[config.mk]
export PLATFORM = sky130hd
export DESIGN_NAME = fp_align_sequencer
export DESIGN_NICKNAME = d
export VERILOG_FILES = /design/src/rtl/fp_align_sequencer.sv
export SDC_FILE = /design/constraint.sdc
export NUM_CORES = 1
export LEC_CHECK = 0
export BUFFER_PORTS_ARGS = -buffer_cell sky130_fd_sc_hd__buf_4
export CAP_MARGIN = 30
export CORE_AREA = 3 3 116 146
export DETAILED_ROUTE_END_ITERATION = 8
export DIE_AREA = 0 0 119 149
export GPL_TIMING_DRIVEN = 0
export PLACE_DENSITY_LB_ADDON = 0.2
export SYNTH_ARGS = -nofsm -noshare
export SYNTH_HDL_FRONTEND = slang
export SYNTH_SLANG_ARGS = --single-unit
[constraint.sdc]
create_clock -name clk -period 5.5 [get_ports clk]
set_input_delay 1.65 -clock clk [delete_from_list [all_inputs] [get_ports clk]]
set_output_delay 1.65 -clock clk [all_outputs]
set_load 0.02 [all_outputs]
[src/rtl/fp_align_sequencer.sv]
// Alignment front end for the FP adder: swaps operands so the larger exponent is "big",
// then right-shifts the small significand STEP bits per cycle with sticky accumulation.
module fp_align_sequencer #(
    parameter int SIG_BITS = 23,
    parameter int EXP_BITS = 8,
    parameter int STEP     = 4
) (
    input  logic                clk,
    input  logic                rst_n,
    input  logic                in_valid,
    output logic                in_ready,
    input  logic [EXP_BITS-1:0] exp_a,
    input  logic [SIG_BITS+3:0] sig_a,
    input  logic [EXP_BITS-1:0] exp_b,
    input  logic [SIG_BITS+3:0] sig_b,
    output logic                out_valid,
    input  logic                out_ready,
    output logic [EXP_BITS-1:0] exp_out,
    output logic [SIG_BITS+3:0] sig_big,
    output logic [SIG_BITS+3:0] sig_small,
    output logic                swapped,
    output logic                busy
);
    localparam int W = SIG_BITS + 4;
    localparam logic [EXP_BITS-1:0] STEP_E = EXP_BITS'(STEP);
    localparam logic [EXP_BITS-1:0] ONE_E  = EXP_BITS'(1);

    typedef enum logic [1:0] {S_IDLE, S_CMP, S_SHIFT, S_DONE} state_t;

    state_t              r_state;
    logic [EXP_BITS-1:0] r_exp_a;
    logic [EXP_BITS-1:0] r_exp_b;
    logic [W-1:0]        r_sig_a;
    logic [W-1:0]        r_sig_b;
    logic [EXP_BITS-1:0] r_remaining;
    logic [EXP_BITS-1:0] r_exp_out;
    logic [W-1:0]        r_sig_big;
    logic [W-1:0]        r_sig_small;
    logic                r_swapped;
    logic                r_out_valid;

    logic                w_a_big;
    logic [EXP_BITS-1:0] w_exp_big;
    logic [EXP_BITS-1:0] w_exp_small;
    logic [EXP_BITS-1:0] w_diff;
    logic [W-1:0]        w_sig_big_sel;
    logic [W-1:0]        w_sig_small_sel;
    logic                w_collapse;
    logic [EXP_BITS-1:0] w_shamt;
    logic [W-1:0]        w_keep_mask;
    logic [W-1:0]        w_shifted;
    logic                w_sticky;
    logic [W-1:0]        w_aligned;
    logic [EXP_BITS-1:0] w_remaining_next;

    // NOTE: every signal below is assigned unconditionally, so no latch can be inferred.
    always_comb begin
        w_a_big         = (r_exp_a >= r_exp_b);
        w_exp_big       = w_a_big ? r_exp_a : r_exp_b;
        w_exp_small     = w_a_big ? r_exp_b : r_exp_a;
        w_sig_big_sel   = w_a_big ? r_sig_a : r_sig_b;
        w_sig_small_sel = w_a_big ? r_sig_b : r_sig_a;
        w_diff          = w_exp_big - w_exp_small;
        w_collapse      = (32'(w_diff) >= 32'(W));

        // Bit s of the old value lands in bit 0, so sticky covers bits [s:0].
        w_shamt          = (r_remaining < STEP_E) ? r_remaining : STEP_E;
        w_keep_mask      = ~({W{1'b1}} << (w_shamt + ONE_E));
        w_sticky         = |(r_sig_small & w_keep_mask);
        w_shifted        = r_sig_small >> w_shamt;
        w_aligned        = {w_shifted[W-1:1], w_sticky};
        w_remaining_next = r_remaining - w_shamt;
    end

    // NOTE: sequential state uses non-blocking assignments only; every register, including
    // the captured operands, is cleared by reset so a discarded operation leaves no trace.
    always_ff @(posedge clk or negedge rst_n) begin
        if (!rst_n) begin
            r_state     <= S_IDLE;
            r_exp_a     <= '0;
            r_exp_b     <= '0;
            r_sig_a     <= '0;
            r_sig_b     <= '0;
            r_remaining <= '0;
            r_exp_out   <= '0;
            r_sig_big   <= '0;
            r_sig_small <= '0;
            r_swapped   <= 1'b0;
            r_out_valid <= 1'b0;
        end else begin
            case (r_state)
                S_IDLE: begin
                    if (in_valid) begin
                        r_exp_a <= exp_a;
                        r_sig_a <= sig_a;
                        r_exp_b <= exp_b;
                        r_sig_b <= sig_b;
                        r_state <= S_CMP;
                    end
                end
                S_CMP: begin
                    r_exp_out <= w_exp_big;
                    r_sig_big <= w_sig_big_sel;
                    r_swapped <= !w_a_big;
                    if (w_collapse) begin
                        r_sig_small <= {{(W-1){1'b0}}, |w_sig_small_sel};
                        r_out_valid <= 1'b1;
                        r_state     <= S_DONE;
                    end else if (w_diff == '0) begin
                        r_sig_small <= w_sig_small_sel;
                        r_out_valid <= 1'b1;
                        r_state     <= S_DONE;
                    end else begin
                        r_sig_small <= w_sig_small_sel;
                        r_remaining <= w_diff;
                        r_state     <= S_SHIFT;
                    end
                end
                S_SHIFT: begin
                    r_sig_small <= w_aligned;
                    r_remaining <= w_remaining_next;
                    if (w_remaining_next == '0) begin
                        r_out_valid <= 1'b1;
                        r_state     <= S_DONE;
                    end
                end
                S_DONE: begin
                    if (out_ready) begin
                        r_out_valid <= 1'b0;
                        r_state     <= S_IDLE;
                    end
                end
                default: r_state <= S_IDLE;
            endcase
        end
    end

    assign in_ready  = (r_state == S_IDLE);
    assign busy      = (r_state != S_IDLE);
    assign out_valid = r_out_valid;
    assign exp_out   = r_exp_out;
    assign sig_big   = r_sig_big;
    assign sig_small = r_sig_small;
    assign swapped   = r_swapped;

endmodule

# Yosys cells after proc, flatten, opt, wreduce, memory -nomap -nowiden
# Cells that the tools add are included.
classes:
  n_addsub: 3
  n_lt_le_gt_ge: 3
  n_eq_ne: 9
  shift: 2
  mux: 21
  bitwise_logic: 2
  reduce_logical: 13
op_table:
  columns: ["cell", "n"]
  rows:
  - ["27-bit 2-to-1 mux", 3]
  - ["27-bit one-hot mux with 2 select lines", 1]
  - ["27-bit OR reduction", 2]
  - ["8-bit 2-to-1 mux", 5]
  - ["27-bit bitwise AND", 1]
  - ["27-bit inverter", 1]
  - ["27-bit by 8-bit left shift with 27-bit output, first input constant", 1]
  - ["27-bit by 8-bit right shift with 27-bit output", 1]
  - ["8-bit logical NOT", 2]
  - ["8-bit one-hot mux with 2 select lines", 1]
  - ["8-bit subtractor", 2]
  - ["2-bit inequality test, second input constant", 5]
  - ["8-bit by 1-bit adder with 8-bit output, second input constant", 1]
  - ["8-bit by 5-bit >= comparator with 1-bit output, second input constant", 1]
  - ["8-bit >= comparator", 1]
  - ["8-bit by 3-bit less-than comparator with 1-bit output, second input constant", 1]
  - ["2-bit one-hot mux with 4 select lines", 1]
  - ["1-bit 2-to-1 mux", 6]
  - ["2-bit 2-to-1 mux", 3]
  - ["3-bit AND reduction", 2]
  - ["2-bit equality test, second input constant", 2]
  - ["4-bit AND reduction", 1]
  - ["2-bit nonzero test", 2]
  - ["3-bit inequality test, second input constant", 1]
  - ["6 further kinds", 6]
word_totals:
  regBits: 144
  input_bits: 74
  output_inout_bits: 66

# Depth between registers and ports, before layout
# Gate-level depths: netlist (run 1).
depth:
  depth_word: 8
  ltp_mapped: 21

# Least setup slack after synthesis (run 1)
# No wires, ideal clock.
synth_timing:
  kind: "register -> register"
  from: "reg r_exp_a[2]"
  to: "reg r_remaining[6]"
  setup_time_ns: 0.126
  t_arrival_ns: 4.071
  setup_slack_ns: 1.303
  path_stages_with_launch: 19
  n_path_buf: 3
  path_cell_list: "dfrtp_1 ha_1 buf_4 a21o_1 a221o_1 a21oi_4 clkbuf_1 clkbuf_1 a21oi_1 ha_1 nand3_1 o21ai_0 nor3_1 o2bb2ai_1 nor3_1 xnor2_1 nand4_2 a21o_1 a221o_1"
synth_between:
  elab_chain_len: 6
synth_lines:
  columns: ["element", "line_no", "rtl"]
  rows:
  - ["from (decl)", "31", "logic [EXP_BITS-1:0] r_exp_a;"]
  - ["from (signal assigned)", "94", "r_exp_a <= exp_a;"]
  - ["8-bit >= comparator", "58", "w_a_big = (r_exp_a >= r_exp_b);"]
  - ["8-bit 2-to-1 mux, on equally long branches", "59, 60", null]
  - ["8-bit subtractor *", "63", "w_diff = w_exp_big - w_exp_small;"]
  - ["8-bit by 5-bit >= comparator with 1-bit output (tied with other cells)", "64", "w_collapse = (32'(w_diff) >= 32'(W));"]
  - ["2-bit inequality test (no line) or 8-bit 2-to-1 mux (tied branches)", null, null]
  - ["3-bit AND reduction (no line) or 8-bit one-hot mux with 2 select lines (tied branches)", null, null]
  - ["to (signal assigned)", "115", "r_remaining <= w_diff;"]
  - ["to (signal assigned)", "121", "r_remaining <= w_remaining_next;"]
  - ["to (decl)", "35", "logic [EXP_BITS-1:0] r_remaining;"]
# Mark *: on every way between the ends. The rest lies on a longest branch, timed or not. The select of a mux whose other input is x is not followed.
# A chain may end at the register's enable or synchronous reset.

# Final worst setup path (run 1)
layout_timing:
  from: "reg r_exp_a[2]"
  to: "reg r_sig_small[21], in the netlist sig_small[21]"
layout_between:
  elab_chain_len: 6
layout_lines:
  columns: ["element", "line_no", "rtl"]
  rows:
  - ["8-bit >= comparator", "58", null]
  - ["8-bit 2-to-1 mux, on equally long branches", "59, 60", null]
  - ["8-bit subtractor", "63", null]
  - ["8-bit by 5-bit >= comparator with 1-bit output", "64", null]
  - ["27-bit 2-to-1 mux *", "105", "if (w_collapse) begin"]
  - ["27-bit one-hot mux with 2 select lines *", "91", "case (r_state)"]
  - ["to (signal assigned)", "106", "r_sig_small <= {{(W-1){1'b0}}, |w_sig_small_sel};"]
  - ["to (signal assigned)", "110", "r_sig_small <= w_sig_small_sel;"]
  - ["to (signal assigned)", "114", "r_sig_small <= w_sig_small_sel;"]
  - ["to (decl)", "38", "logic [W-1:0] r_sig_small;"]
# Mark *: on every way between the ends. The rest lies on a longest branch, timed or not.

==> results of run 1 <==
==> metrics by stage <==
step                      hold slack (ps)    util
after floorplan                     501.8       -
after global placement              499.5  0.5986
after detailed placement            508.6  0.6006
after CTS                           522.2  0.6400
after global routing                533.1  0.6400
final                               517.9  0.6400
==> power by group through the flow <==
stage / clock network, mW / registers, mW / logic (mW)
CTS: 1.22 / 2.03 / 4.19
detailed placement: 0 / 2.04 / 4.17
finish: 1.21 / 2.05 / 4.20
floorplan: 0 / 2.08 / 2.84
global route: 1.26 / 2.10 / 4.62
global placement: 0 / 2.03 / 4.10
==> synthesized netlist by cell type, types with 3 or more instances <==
cell type  number  share of area
dfrtp_1       144           0.45
nand2_1       134          0.062
mux2_2         71          0.099
nor2_1         58          0.027
a21oi_1        55          0.034
mux2i_1        50          0.062
a31oi_1        39          0.030
clkbuf_1       37          0.017
o21ai_0        30          0.019
inv_1          18         0.0084
ha_1           15          0.023
nor3_1         13         0.0081
nor4_1         13          0.010
mux4_2         12          0.034
buf_1          10         0.0047
nor2b_1        10         0.0078
nand3_1         7         0.0044
o21ai_1         7         0.0044
o22ai_1         7         0.0054
and3_1          6         0.0047
nand4_1         6         0.0047
a21o_1          5         0.0047
nand2b_1        5         0.0039
o211ai_1        5         0.0047
a211oi_1        3         0.0028
a221o_1         3         0.0037
nor3b_1         3         0.0028
or3_1           3         0.0023
or4_1           3         0.0028
xnor2_1         3         0.0033
==> cells by family (layout without fill, tap and decap cells) <==
family,Yosys count,after routing,synth area share
DFF,144,144,0.4477
xor gates and xnor gates,5,5,0.005442
adders and majority gates,16,16,0.02456
AOI/OAI and AO/OA,181,181,0.1405
muxes,134,134,0.1968
other,1,1,0.0004659
and+or+nand+nor,268,268,0.1502
buffers and inverters,70,242,0.03435
==> flip-flops by register name (all words and copies together), names as in the netlist <==
| name | flops |
|---|---|
| r_sig_b | 27 |
| r_remaining | 8 |
| sig_small | 27 |
| out_valid | 1 |
| sig_big | 27 |
| r_exp_a | 8 |
| swapped | 1 |
| r_state | 2 |
| r_sig_a | 27 |
| exp_out | 8 |
| r_exp_b | 8 |
==> layer usage <==
layer  wire length [um]  share of wire  up-vias  global-route usage
met5                  0              0        -                   0
met4                550          0.025        0             0.08522
met3               1426          0.064       38             0.06032
met2              10470           0.47      245              0.3952
met1               9686           0.44     3432              0.3474
li1                   -              -     3288                   -
==> worst register-to-register path, stage by stage (launching register included) <==
cell      delay, ps
dfrtp_1         450
ha_1            320
buf_4           170
a21o_1          210
a221o_1         400
a21oi_4         280
clkbuf_1        470
clkbuf_1        450
a21oi_1         170
ha_1            230
nand3_1          80
o21ai_0          70
nor3_1          250
nand2_1         110
xnor2_1         170
a211o_1         340
nand4_1         310
clkbuf_1        370
o21ai_0         180
==> worst max path at each step <==
| stage | endpoint |
|---|---|
| after floorplan | r_remaining[6] |
| after global routing | sig_small[22] |
| after CTS | sig_small[21] |
| after detailed placement | sig_small[11] |
| after global placement | sig_small[10] |
| final | sig_small[21] |
==> layout make-up <==
class / count / share of cell area
Inverter: 19 / 0.007128
Buffer: 51 / 0.02051
Timing Repair Buffer: 140 / 0.1074
Sequential cell: 144 / 0.3601
Clock buffer: 18 / 0.04389
Tap cell: 212 / 0.02651
Multi-Input combinational cell: 605 / 0.4167
Clock inverter: 14 / 0.01776
==> results.cfg, run 1 <==
[run_status]
status = complete, no violations

[clock_tree]
postCtsHoldBufs = 0
numCtsBuffers = 17
clk-insertion-delay-late_ps = 430
cts_buffer_depth = 2
cts.repair.resized = 0
clk_pin_slew_worst_paths_ps = 60
post_cts_buffers = 0
cts.sinks = 144
cts_tree = done
cts_max_level = 4
clock_tree.root_cell = clkbuf_16

[floorplan]
initial_core_util = 0.5148
rows = 51
fp.dieW_um = 119
io_pins = 140
die-height_um = 149
die_area_mm2 = 0.01773
coreArea_mm2 = 0.01563

[power_and_ir_drop]
cellPowerDensity_mw_per_mm2 = 744.5
swShare = 0.4656
internal-power_mw = 3.981
finalPower_mw = 7.449
pwr-share-clk = 0.162
peakVddDrop_mv = 0.4147
p_sw_mw = 3.469
power_frac_seq = 0.275
p_comb_frac = 0.563
leakagePower_nw = 4.478

[yosys]
syn_area_mm2 = 0.008049
seq_area_frac_synth = 0.4477
avgSynthCellArea_um2 = 9.828
synth_seq_cells = 144
synth_nets = 908
syn_inst = 819
ys_types = 66
yosys_most_used_dff = dfrtp_1
ys.warnings.count = 0
synth-edff-count = 0
async_reset_ff_frac = 1.000

[timing]
rsz0062_at_grt = false
tightest_slew_ps = 725.6
relSlewSlack = 0.5163
setup_viol = 0
finalHoldViolCount = 0
max_freq_mhz = 193.8
slew_viol_final = 0
worst_slack_ps = 340.3
final.min_clock_period_ps = 5160
clock_skew_ps = 11.73
fin_tns_setup_ps = 0
period_share = 0.9381

[critical_path]
reg2regPathDepth = 18
critical_path.cell_chain = ha_1 > buf_4 > a21o_1 > a221o_1 > a21oi_4 > clkbuf_1 > clkbuf_1 > a21oi_1 > ha_1 > nand3_1 > o21ai_0 > nor3_1 > nand2_1 > xnor2_1 > a211o_1 > nand4_1 > clkbuf_1 > o21ai_0
timing.rr.end = sig_small[21]
cpMostUsedCell = clkbuf_1
path_delay_family = compound AO/OA/AOI/OAI gates
cp_num_cells = 18
arrival_ps = 5440
worstPathMaxFanout = 10
startpoint = r_exp_a[2]
r2r-start = r_exp_a[2]
crit_type = reg -> reg
cpPeakStageDelay_ps = 470
cp.required_ps = 5780
cp.buffers_inverters = 4
crit_slowest_cell = clkbuf_1
rrSetupSlack_ps = 340
startpoint_type = flip-flop
critPathCaptureType = flip-flop

[finish]
antenna_cells = 0
design_area_mm2 = 0.01001
mostFrequentLayoutCell = dfrtp_1
seqCellArea_mm2 = 0.003603
final.fill_count = 1317
syn_to_final_growth_pct = 24.31
final_cell_mix = dfrtp_1, buf_4, nand2_1
final_layout_size_suffix_gt1_frac = 0.2735
multi_input_area_mm2 = 0.004169
fin_cells = 1203
final_nets = 1067

[hold_path]
hp-class = reg -> reg
whs_path_depth = 1
hold_path_end = swapped
min_from = swapped

[grt]
grt_usage = 0.2527
antenna_found_initial = 0
grt_overflow = 0
grt_pass1_vias = 6820
grt_pass1_wl_um = 35600
grt_max_degree = 79

[routing]
drt-initial-drc-count = 413
wire_per_inst_um = 18.40
antenna_left = 0
vias = 7003
viasPerCell = 5.821
firstDrtPassIters = 5
finalWirelength_um = 22140
drc = 0

[placement]
detailed_place.area_mm2 = 0.009389
dp_worst_setup_slack_ps = 452.0
placed_cells = 1171
finalWeightedCongestion = 0.9081
io_buffers = 139
post-dp-hpwl_um = 16400

[flow_run]
drv_cap = 0
Note: power is estimated with default switching activity, not from simulation.
==> run 2: changes to the inputs <==
Settings changed: CELL_PAD_IN_SITES_DETAIL_PLACEMENT set to 2, CELL_PAD_IN_SITES_GLOBAL_PLACEMENT set to 2, CORE_AREA 3 3 116 146 to 3 3 140 176, DIE_AREA 0 0 119 149 to 0 0 143 179.
==> run 2 against run 1 <==
Effect of this change: final area rose by 0.68%; sequential share of layout area fell by 0.24 points; non-clock buffer count fell by 1; final cell count rose by 6.2%; clock power barely moved; hold slack improved by 16 ps; count of clock-buffer cells in the layout rose by 1; clock skew barely moved; sequential cell count did not move; register-to-register slack improved by 290 ps; power rose by 4.0%; critical endpoint is now sig_small[14]; largest cell class unchanged; largest power group unchanged.
==> results.cfg, run 2 (synthesis results as in run 1) <==
[critical_path]
arrival_ps = 5160
startpoint = r_exp_a[2]
r2r-start = r_exp_a[2]
critPathCaptureType = flip-flop
reg2regPathDepth = 17
worstPathMaxFanout = 19
critical_path.endpoint = sig_small[14]
cp.required_ps = 5790
crit_type = reg -> reg
timing.rr.end = sig_small[14]
rrSetupSlack_ps = 630
startpoint_type = flip-flop

[timing]
period_share = 0.8848
clock_skew_ps = 11.37
hold_ws_ps = 533.5
tightest_slew_ps = 850.9
setup_viol = 0
finalHoldViolCount = 0
rsz0062_at_grt = false
final.min_clock_period_ps = 4867
slew_viol_final = 0
fin_tns_setup_ps = 0
relSlewSlack = 0.4327
max_freq_mhz = 205.5

[finish]
final_cell_mix = dfrtp_1, buf_4, nand2_1
final_nets = 1066
mostFrequentLayoutCell = dfrtp_1
antenna_cells = 0
final.fill_count = 2490
multi_input_area_mm2 = 0.004169
seqCellArea_mm2 = 0.003603
syn_to_final_growth_pct = 25.15
final_layout_size_suffix_gt1_frac = 0.2737

[clock_tree]
cts_buffer_depth = 2
cts_tree = done
clk-insertion-delay-late_ps = 430
post_cts_buffers = 0
clk_pin_slew_worst_paths_ps = 70
cts_max_level = 4
cts.sinks = 144
clock_tree.root_cell = clkbuf_16
numCtsBuffers = 17

[power_and_ir_drop]
leakagePower_nw = 4.471
cellPowerDensity_mw_per_mm2 = 768.8
peakVddDrop_mv = 0.3162
finalPower_mw = 7.745

[grt]
met1_usage = 0.3123
grt_max_degree = 85
met3_usage = 0.03415
grt.met2_usage = 0.3883
grt_usage = 0.2315
gr-max-usage-layer = met2
grt_pass1_wl_um = 45950
grt_overflow = 0
grt_pass1_vias = 7822
antenna_found_initial = 0

[placement]
io_buffers = 139
finalWeightedCongestion = 0.8141
post-dp-hpwl_um = 21490

[routing]
drc = 0
vias = 7178
drt-initial-drc-count = 395
wire_per_inst_um = 22.49
antenna_left = 0
viasPerCell = 5.617
finalWirelength_um = 28740
firstDrtPassIters = 4

[floorplan]
fp.dieW_um = 143
die-height_um = 179
rows = 62
die_area_mm2 = 0.02560
initial_core_util = 0.3494
coreArea_mm2 = 0.02304
io_pins = 140

[run_status]
status = complete, no violations

[hold_path]
hp-class = reg -> reg

[flow_run]
drv_cap = 0
## run 2: worst min-delay path by stage
| stage | startpoint | endpoint | cells past startpoint |
|---|---|---|---|
| after floorplan | r_sig_a[0] | r_sig_a[0] | 1 |
| after global placement | swapped | swapped | 1 |
| after CTS | sig_big[1] | sig_big[1] | 2 |
| final | swapped | swapped | 1 |
| after global routing | swapped | swapped | 1 |
| after detailed placement | r_exp_b[4] | r_exp_b[4] | 1 |
## run 2: repair_timing
| action | 4_1_cts | 5_1_grt |
|---|---|---|
| setup endpoints to repair | 0 | 27 |
| hold buffers | 0 | 0 |
| gates resized for setup | 0 | 2 |
## run 2: routing by layer
metal | vias up | share of wire
met5 | - | 0
met4 | 0 | 0.017
met3 | 35 | 0.034
met2 | 142 | 0.50
met1 | 3732 | 0.45
li1 | 3269 | -
## run 2: critical path, stage by stage (launching register included)
cell      delay, ps
dfrtp_1         470
ha_1            330
buf_4           170
a21o_1          210
a221o_1         420
a21oi_4         290
clkbuf_2        500
a21oi_1         170
ha_1            240
nand3_1          90
o21ai_0          90
nor3_1          250
nand2_1         110
xnor2_1         170
a211o_1         340
nand4_1         300
clkbuf_1        390
o21ai_0         170
## run 2: power breakdown
part	switching [mW]	internal (mW)	total [mW]
Combinational	2.77	1.70	4.48
Sequential	0.530	1.55	2.08
Clock	0.501	0.690	1.19
Total	3.80	3.94	7.74
## run 2: per-stage QoR
stage | instances | worst slack (ps) | area (um2) | utilization
final | 1278 | 633.3 | 10070 | 0.4372
after CTS | 1279 | 97.65 | 10080 | 0.4373
after global routing | 1278 | 249.4 | 10070 | 0.4372
after global placement | 1246 | 197.6 | 9453 | 0.4103
after floorplan | 819 | 1303 | 8049 | -
after detailed placement | 1247 | 115.6 | 9484 | 0.4116
## run 2: cell type report
| type | instances | share of cell area |
|---|---|---|
| multi-input combinational | 605 | 0.4139 |
| inverter | 19 | 0.007080 |
| clock inverter | 13 | 0.01478 |
| clock buffer | 19 | 0.04397 |
| timing repair buffer | 140 | 0.1067 |
| sequential | 144 | 0.3577 |
| tap | 288 | 0.03577 |
| buffer | 50 | 0.02012 |
